### src/rtl/ptp_bus_sequencer.sv
// ptp_bus_sequencer
// Sequences one core memory request over the byte-wide host bus: sends a
// command byte, then four data bytes, one host ack edge per byte. Reads
// strobe the ptp_a deserialiser; writes step the ptp_b serialiser. A
// per-byte timeout aborts a stalled transfer.
//
// Ports:
//   clk_i, reset_i            clock, synchronous active-high reset
//   req_valid_i/write/addr    core request (held until req_ready_o)
//   req_ready_o               1-cycle pulse, request accepted
//   rsp_valid_o               1-cycle pulse, transfer complete
//   timeout_o                 sticky abort flag, cleared by next request
//   busy_o                    high whenever not idle
//   host_cmd_o/_valid_o       command byte {write, 2'b00, addr}
//   out_sel_o                 host data source: 0 = command, 1 = ptp_b
//   host_ack_i                host byte strobe, rising edge = one byte
//   byte_idx_o                current data byte 0..3
//   ptp_a_control_o/reset_o   strobe / clear for ptp_a
//   ptp_b_control_o/reset_o   advance / rewind for ptp_b
module ptp_bus_sequencer #(
    parameter int unsigned TIMEOUT_CYCLES = 255
) (
    input  logic       clk_i,
    input  logic       reset_i,
    input  logic       req_valid_i,
    input  logic       req_write_i,
    input  logic [4:0] req_addr_i,
    output logic       req_ready_o,
    output logic       rsp_valid_o,
    output logic       timeout_o,
    output logic       busy_o,
    output logic [7:0] host_cmd_o,
    output logic       host_cmd_valid_o,
    output logic       out_sel_o,
    input  logic       host_ack_i,
    output logic [1:0] byte_idx_o,
    output logic       ptp_a_control_o,
    output logic       ptp_a_reset_o,
    output logic       ptp_b_control_o,
    output logic       ptp_b_reset_o
);

    localparam int unsigned     CNT_W    = 16;
    localparam logic [CNT_W-1:0] CNT_LAST = CNT_W'(TIMEOUT_CYCLES - 1);

    typedef enum logic [2:0] {
        S_IDLE,
        S_CMD,
        S_WR,
        S_RD,
        S_DONE,
        S_ERR
    } state_t;

    state_t            state;
    logic              ack_q;
    logic              is_write;
    logic [CNT_W-1:0]  cnt;
    logic              ack_edge;
    logic              expired;

    assign ack_edge = host_ack_i & ~ack_q;
    assign expired  = (cnt == CNT_LAST);

    // Single-process FSM; every output is a register updated here.
    always_ff @(posedge clk_i) begin
        if (reset_i) begin
            state            <= S_IDLE;
            ack_q            <= 1'b0;
            is_write         <= 1'b0;
            cnt              <= '0;
            req_ready_o      <= 1'b0;
            rsp_valid_o      <= 1'b0;
            timeout_o        <= 1'b0;
            busy_o           <= 1'b0;
            host_cmd_o       <= '0;
            host_cmd_valid_o <= 1'b0;
            out_sel_o        <= 1'b0;
            byte_idx_o       <= '0;
            ptp_a_control_o  <= 1'b0;
            ptp_a_reset_o    <= 1'b0;
            ptp_b_control_o  <= 1'b0;
            ptp_b_reset_o    <= 1'b0;
        end else begin
            ack_q           <= host_ack_i;
            req_ready_o     <= 1'b0;
            rsp_valid_o     <= 1'b0;
            ptp_a_control_o <= 1'b0;
            ptp_a_reset_o   <= 1'b0;
            ptp_b_control_o <= 1'b0;
            ptp_b_reset_o   <= 1'b0;

            case (state)
                S_IDLE: begin
                    // The rsp_valid cycle still belongs to the finished
                    // transfer, so no request is taken while it is high.
                    if (req_valid_i && !rsp_valid_o) begin
                        is_write         <= req_write_i;
                        host_cmd_o       <= {req_write_i, 2'b00, req_addr_i};
                        host_cmd_valid_o <= 1'b1;
                        out_sel_o        <= 1'b0;
                        req_ready_o      <= 1'b1;
                        timeout_o        <= 1'b0;
                        busy_o           <= 1'b1;
                        cnt              <= '0;
                        ptp_a_reset_o    <= ~req_write_i;
                        ptp_b_reset_o    <= req_write_i;
                        state            <= S_CMD;
                    end
                end

                S_CMD: begin
                    if (ack_edge) begin
                        cnt              <= '0;
                        byte_idx_o       <= '0;
                        host_cmd_valid_o <= 1'b0;
                        out_sel_o        <= is_write;
                        state            <= is_write ? S_WR : S_RD;
                    end else if (expired) begin
                        state <= S_ERR;
                    end else begin
                        cnt <= cnt + CNT_W'(1);
                    end
                end

                // Byte 0 is already presented by ptp_b, so only three advances.
                S_WR: begin
                    if (ack_edge) begin
                        cnt <= '0;
                        if (byte_idx_o == 2'd3) begin
                            state <= S_DONE;
                        end else begin
                            ptp_b_control_o <= 1'b1;
                            byte_idx_o      <= byte_idx_o + 2'd1;
                        end
                    end else if (expired) begin
                        state <= S_ERR;
                    end else begin
                        cnt <= cnt + CNT_W'(1);
                    end
                end

                // Every read byte, including the last, is strobed into ptp_a.
                S_RD: begin
                    if (ack_edge) begin
                        cnt             <= '0;
                        ptp_a_control_o <= 1'b1;
                        if (byte_idx_o == 2'd3) begin
                            state <= S_DONE;
                        end else begin
                            byte_idx_o <= byte_idx_o + 2'd1;
                        end
                    end else if (expired) begin
                        state <= S_ERR;
                    end else begin
                        cnt <= cnt + CNT_W'(1);
                    end
                end

                S_DONE: begin
                    rsp_valid_o <= 1'b1;
                    busy_o      <= 1'b0;
                    out_sel_o   <= 1'b0;
                    state       <= S_IDLE;
                end

                S_ERR: begin
                    timeout_o        <= 1'b1;
                    ptp_a_reset_o    <= 1'b1;
                    ptp_b_reset_o    <= 1'b1;
                    busy_o           <= 1'b0;
                    out_sel_o        <= 1'b0;
                    host_cmd_valid_o <= 1'b0;
                    state            <= S_IDLE;
                end

                default: begin
                    busy_o <= 1'b0;
                    state  <= S_IDLE;
                end
            endcase
        end
    end

endmodule

### config.mk
export PLATFORM = sky130hd
export DESIGN_NAME = ptp_bus_sequencer
export DESIGN_NICKNAME = d
export VERILOG_FILES = /design/src/rtl/ptp_bus_sequencer.sv
export SDC_FILE = /design/constraint.sdc
export NUM_CORES = 1
export LEC_CHECK = 0
export BUFFER_PORTS_ARGS = -buffer_cell sky130_fd_sc_hd__buf_2
export CAP_MARGIN = 20
export CORE_ASPECT_RATIO = 0.9
export CORE_MARGIN = 2
export CORE_UTILIZATION = 30
export CTS_BUF_LIST = sky130_fd_sc_hd__clkbuf_4
export DETAILED_ROUTE_END_ITERATION = 10
export MAX_ROUTING_LAYER = met4
export PLACE_DENSITY = 0.56
export SYNTH_ARGS = -nofsm -noshare
export SYNTH_HDL_FRONTEND = slang
export SYNTH_SLANG_ARGS = --single-unit
### constraint.sdc
create_clock -name clk_i -period 1.8 [get_ports clk_i]
set_input_delay 0.36 -clock clk_i [delete_from_list [all_inputs] [get_ports clk_i]]
set_output_delay 0.36 -clock clk_i [all_outputs]
set_load 0.005 [all_outputs]
==> results by group <==
Timing
  – Skew final: between 10 and 15 ps
  – Final Setup Violations: 0
  – Final Hold Violating Endpoints: 0
  – RSZ-0062 raised after global routing: no
  – Tmin final: roughly 1700 ps
  – Tcrit/Tclk final: 94.5%
  – Worst setup margin: roughly 100 ps
  – F_max: 588 MHz
  – Max-slew violation count: 0
  – TNS Setup: 0 ps

Route
  – Drt wl/cell: approximately 14 µm
  – Drt total wl: between 4 and 5 mm
  – Total iterations of the first detailed-routing run: 4
  – Post-DR vias/cell: approximately 5.4
  – Routed via count: 1808
  – Post-route ant nets: 0
  – Residual DRC: 0
  – Number of DRC markers in iteration 0: about 120

Synth
  – Synth cell types: 51
  – Syn. warnings: 0
  – Register area share after synthesis: a little over 40%
  – Mapped Area: around 0.0019 mm²
  – Synth Instances: 217
  – Post-synth ARST share: 0%
  – Syn avg cell area: about 8.5 µm²
  – Synth Flop Type: dfxtp_1
  – Synth Register Bits: 38
  – Number of synthesized flops with an enable pin: 0

Critical path
  – Worst r2r path cells: 6
  – CP startpoint kind: flop
  – Reg2Reg Capture Point: cnt[14]$_SDFFE_PP0P_
  – CP max-delay cell: or4b_1
  – Worst path cell trace: buf_4, ha_1, nand3_1, a211oi_2, or4b_1, a21oi_1
  – Launch point of the worst reg-to-reg path: cnt[0]$_SDFFE_PP0P_
  – Critical Path Max Stage Delay: 460 ps
  – Critical path class: reg2reg
  – Critical-path maximum fanout: 5
  – Worst reg-to-reg setup slack: about 98 ps
  – Crit path DAT: between 1500 and 2000 ps
  – Worst endpoint required time: roughly 2100 ps
  – Crit. End Element: flop

Clock network
  – CTS Hold Bufs: 0
  – Root Buffer Master: clkbuf_4
  – Reg clk slew, reported paths: around 120 ps
  – CTS tree: done
  – Clock sink count: 38
  – Max clock buf depth: 2
  – H-Tree Depth: 2
  – CTS Buf Count: 5
  – Later-pin clock latency in the skew report: around 350 ps

GRT
  – GR Layer Usage met2: roughly 21%
  – Largest net degree at the start of global routing: 30
  – Vias in the first global route: about 1600
  – GRT Max-Usage Layer: met2
  – Initial antenna violation count: 0
  – Global Route met3 Usage: 3.89%
  – First-pass GRT wire length: ~8.1 mm
  – Met1 usage: between 20% and 30%
  – Grt ovf: 0
  – GRT Overall Usage: 15.5%

Cells and area
  – ANT cells: 0
  – Final nets: approximately 280
  – Layout cells sized above 1: 26.4%
  – Design Area, Final: 0.00231 mm²
  – Final Util: around two fifths
  – Area Growth Syn to Fin: 24.7%
  – Commonest cells after routing, fill and taps aside: dfxtp_1 (38), buf_4 (28), buf_2 (27)
  – Final Non-Filler Cells: 337
  – Commonest non-fill, non-tap cell in the layout: dfxtp_1

Floorplanning
  – DIE AREA: 0.00681 mm²
  – Core Box Area: 0.00605 mm²
  – Row count: 27
  – Die W: between 80 and 90 µm
  – Die Ht: 78.5 µm
  – I/O Pins: 30
  – Initial cell density of the core: 30.6%

Power and ir drop
  – Leak: 0.917 nW
  – Power Dens Cells: slightly below 800 mW/mm²
  – Peak VDD IR: about 0.26 mV

Place
  – Placed cell area: 0.00221 mm²
  – Routability cong.: approximately 0.79
  – DP Worst Slack: -94.4 ps
  – Port Buffer Count: 27
  – Placed wire-length estimate: ~3.5 mm
  – Placed Cells incl. Taps: between 300 and 400

Min path
  – Hold path startpoint: req_addr_i[1]
  – WHS Path Cells: 3
  – Hold endpoint: host_cmd_o[1]$_SDFFE_PP0P_
  – Worst hold path class: in2reg

Run
  – Max_cap viols: 0

Outcome
  – Status: finished clean
-- cell type report --
type                    instances  area (µm²)
fillers                       630        3740
clock buffers                   5        37.5
inverters                       7        26.3
flip-flops and latches         38         761
repair buffers                 55         345
clock inverters                 2        33.8
multi-input cells             158        1010
well taps                      72        90.1
-- kinds of logic (layout without fill, tap and decap cells) --
family / count (synthesis) / after routing / share of synthesized area [%]
other cells: 1 / 2 / 0.203
simple gates: 92 / 92 / 28.7
buf+inv: 22 / 69 / 5.68
mux: 4 / 4 / 2.16
compound gates: 57 / 57 / 20.1
flops: 38 / 38 / 41.1
fa+ha+maj: 3 / 3 / 2.03
-- registers in the layout, summed over array words and instances, names as in the netlist --
signal	flops
rsp_valid_o	1
out_sel_o	1
timeout_o	1
ptp_b_control_o	1
host_cmd_o	5
host_cmd_valid_o	1
req_ready_o	1
ack_q	1
ptp_a_control_o	1
ptp_b_reset_o	1
state	3
is_write	1
byte_idx_o	2
busy_o	1
cnt	16
ptp_a_reset_o	1
-- how the worst max path moves through the flow --
stage / from / end / slack, ps
2_1_floorplan: cnt[0]$_SDFFE_PP0P_ / cnt[3]$_SDFFE_PP0P_ / 130
3_3_place_gp: cnt[0]$_SDFFE_PP0P_ / state[1]$_SDFFE_PP0P_ / -70
3_5_place_dp: cnt[0]$_SDFFE_PP0P_ / state[0]$_SDFFE_PP0P_ / -90
4_1_cts: cnt[0]$_SDFFE_PP0P_ / cnt[14]$_SDFFE_PP0P_ / 10
5_1_grt: cnt[1]$_SDFFE_PP0P_ / cnt[13]$_SDFFE_PP0P_ / 3
6_report: cnt[0]$_SDFFE_PP0P_ / cnt[14]$_SDFFE_PP0P_ / 100
-- through the flow --
| stage | hold slack, ps | total power, mW |
|---|---|---|
| detailed placement | 444 | 1.26 |
| floorplan | 453 | 1.11 |
| global placement | 440 | 1.25 |
| finish | 223 | 1.82 |
| CTS | 213 | 1.83 |
| global route | 231 | 1.90 |
-- power breakdown --
group / switching, mW / total [mW] / internal [mW]
Sequential: 0.0207 / 0.897 / 0.877
Combinational: 0.199 / 0.346 / 0.147
Clock: 0.292 / 0.573 / 0.281
Total: 0.512 / 1.82 / 1.30
-- Yosys cell counts (all sizes together), types with 4 or more instances --
master / instances / area share (%)
dfxtp: 38 / 41
nand2: 25 / 5.1
a21oi: 19 / 5.1
nor2: 11 / 2.4
nand3: 9 / 2.4
buf: 8 / 2.8
o21ai: 8 / 2.2
clkbuf: 7 / 1.4
inv: 7 / 1.4
or3: 7 / 2.6
or4: 7 / 2.8
o211ai: 6 / 2.4
and3: 5 / 1.7
o31ai: 5 / 2.0
a211oi: 4 / 1.6
mux2i: 4 / 2.2
nor3: 4 / 1.1
nor4: 4 / 1.4
-- repair_timing --
item,CTS,global route
setup buffers,0,0
setup endpoints to repair,8,14
gates resized for setup,1,5
pin swaps,0,1
hold endpoints to repair,0,0
-- critical path: cells and delay by family (launching register included) --
kind / cells / cell delay (ps)
flops: 1 / 340
simple gates: 2 / 570
compound gates: 2 / 430
buf+inv: 1 / 130
fa+ha+maj: 1 / 170
-- per-layer routing --
metal / part of all wire, % / up-vias
li1: - / 908
met1: 49 / 844
met2: 44 / 49
met3: 5.7 / 7
met4: 1.7 / 0
met5: 0 / -
Power figures use the tool's default switching activity.
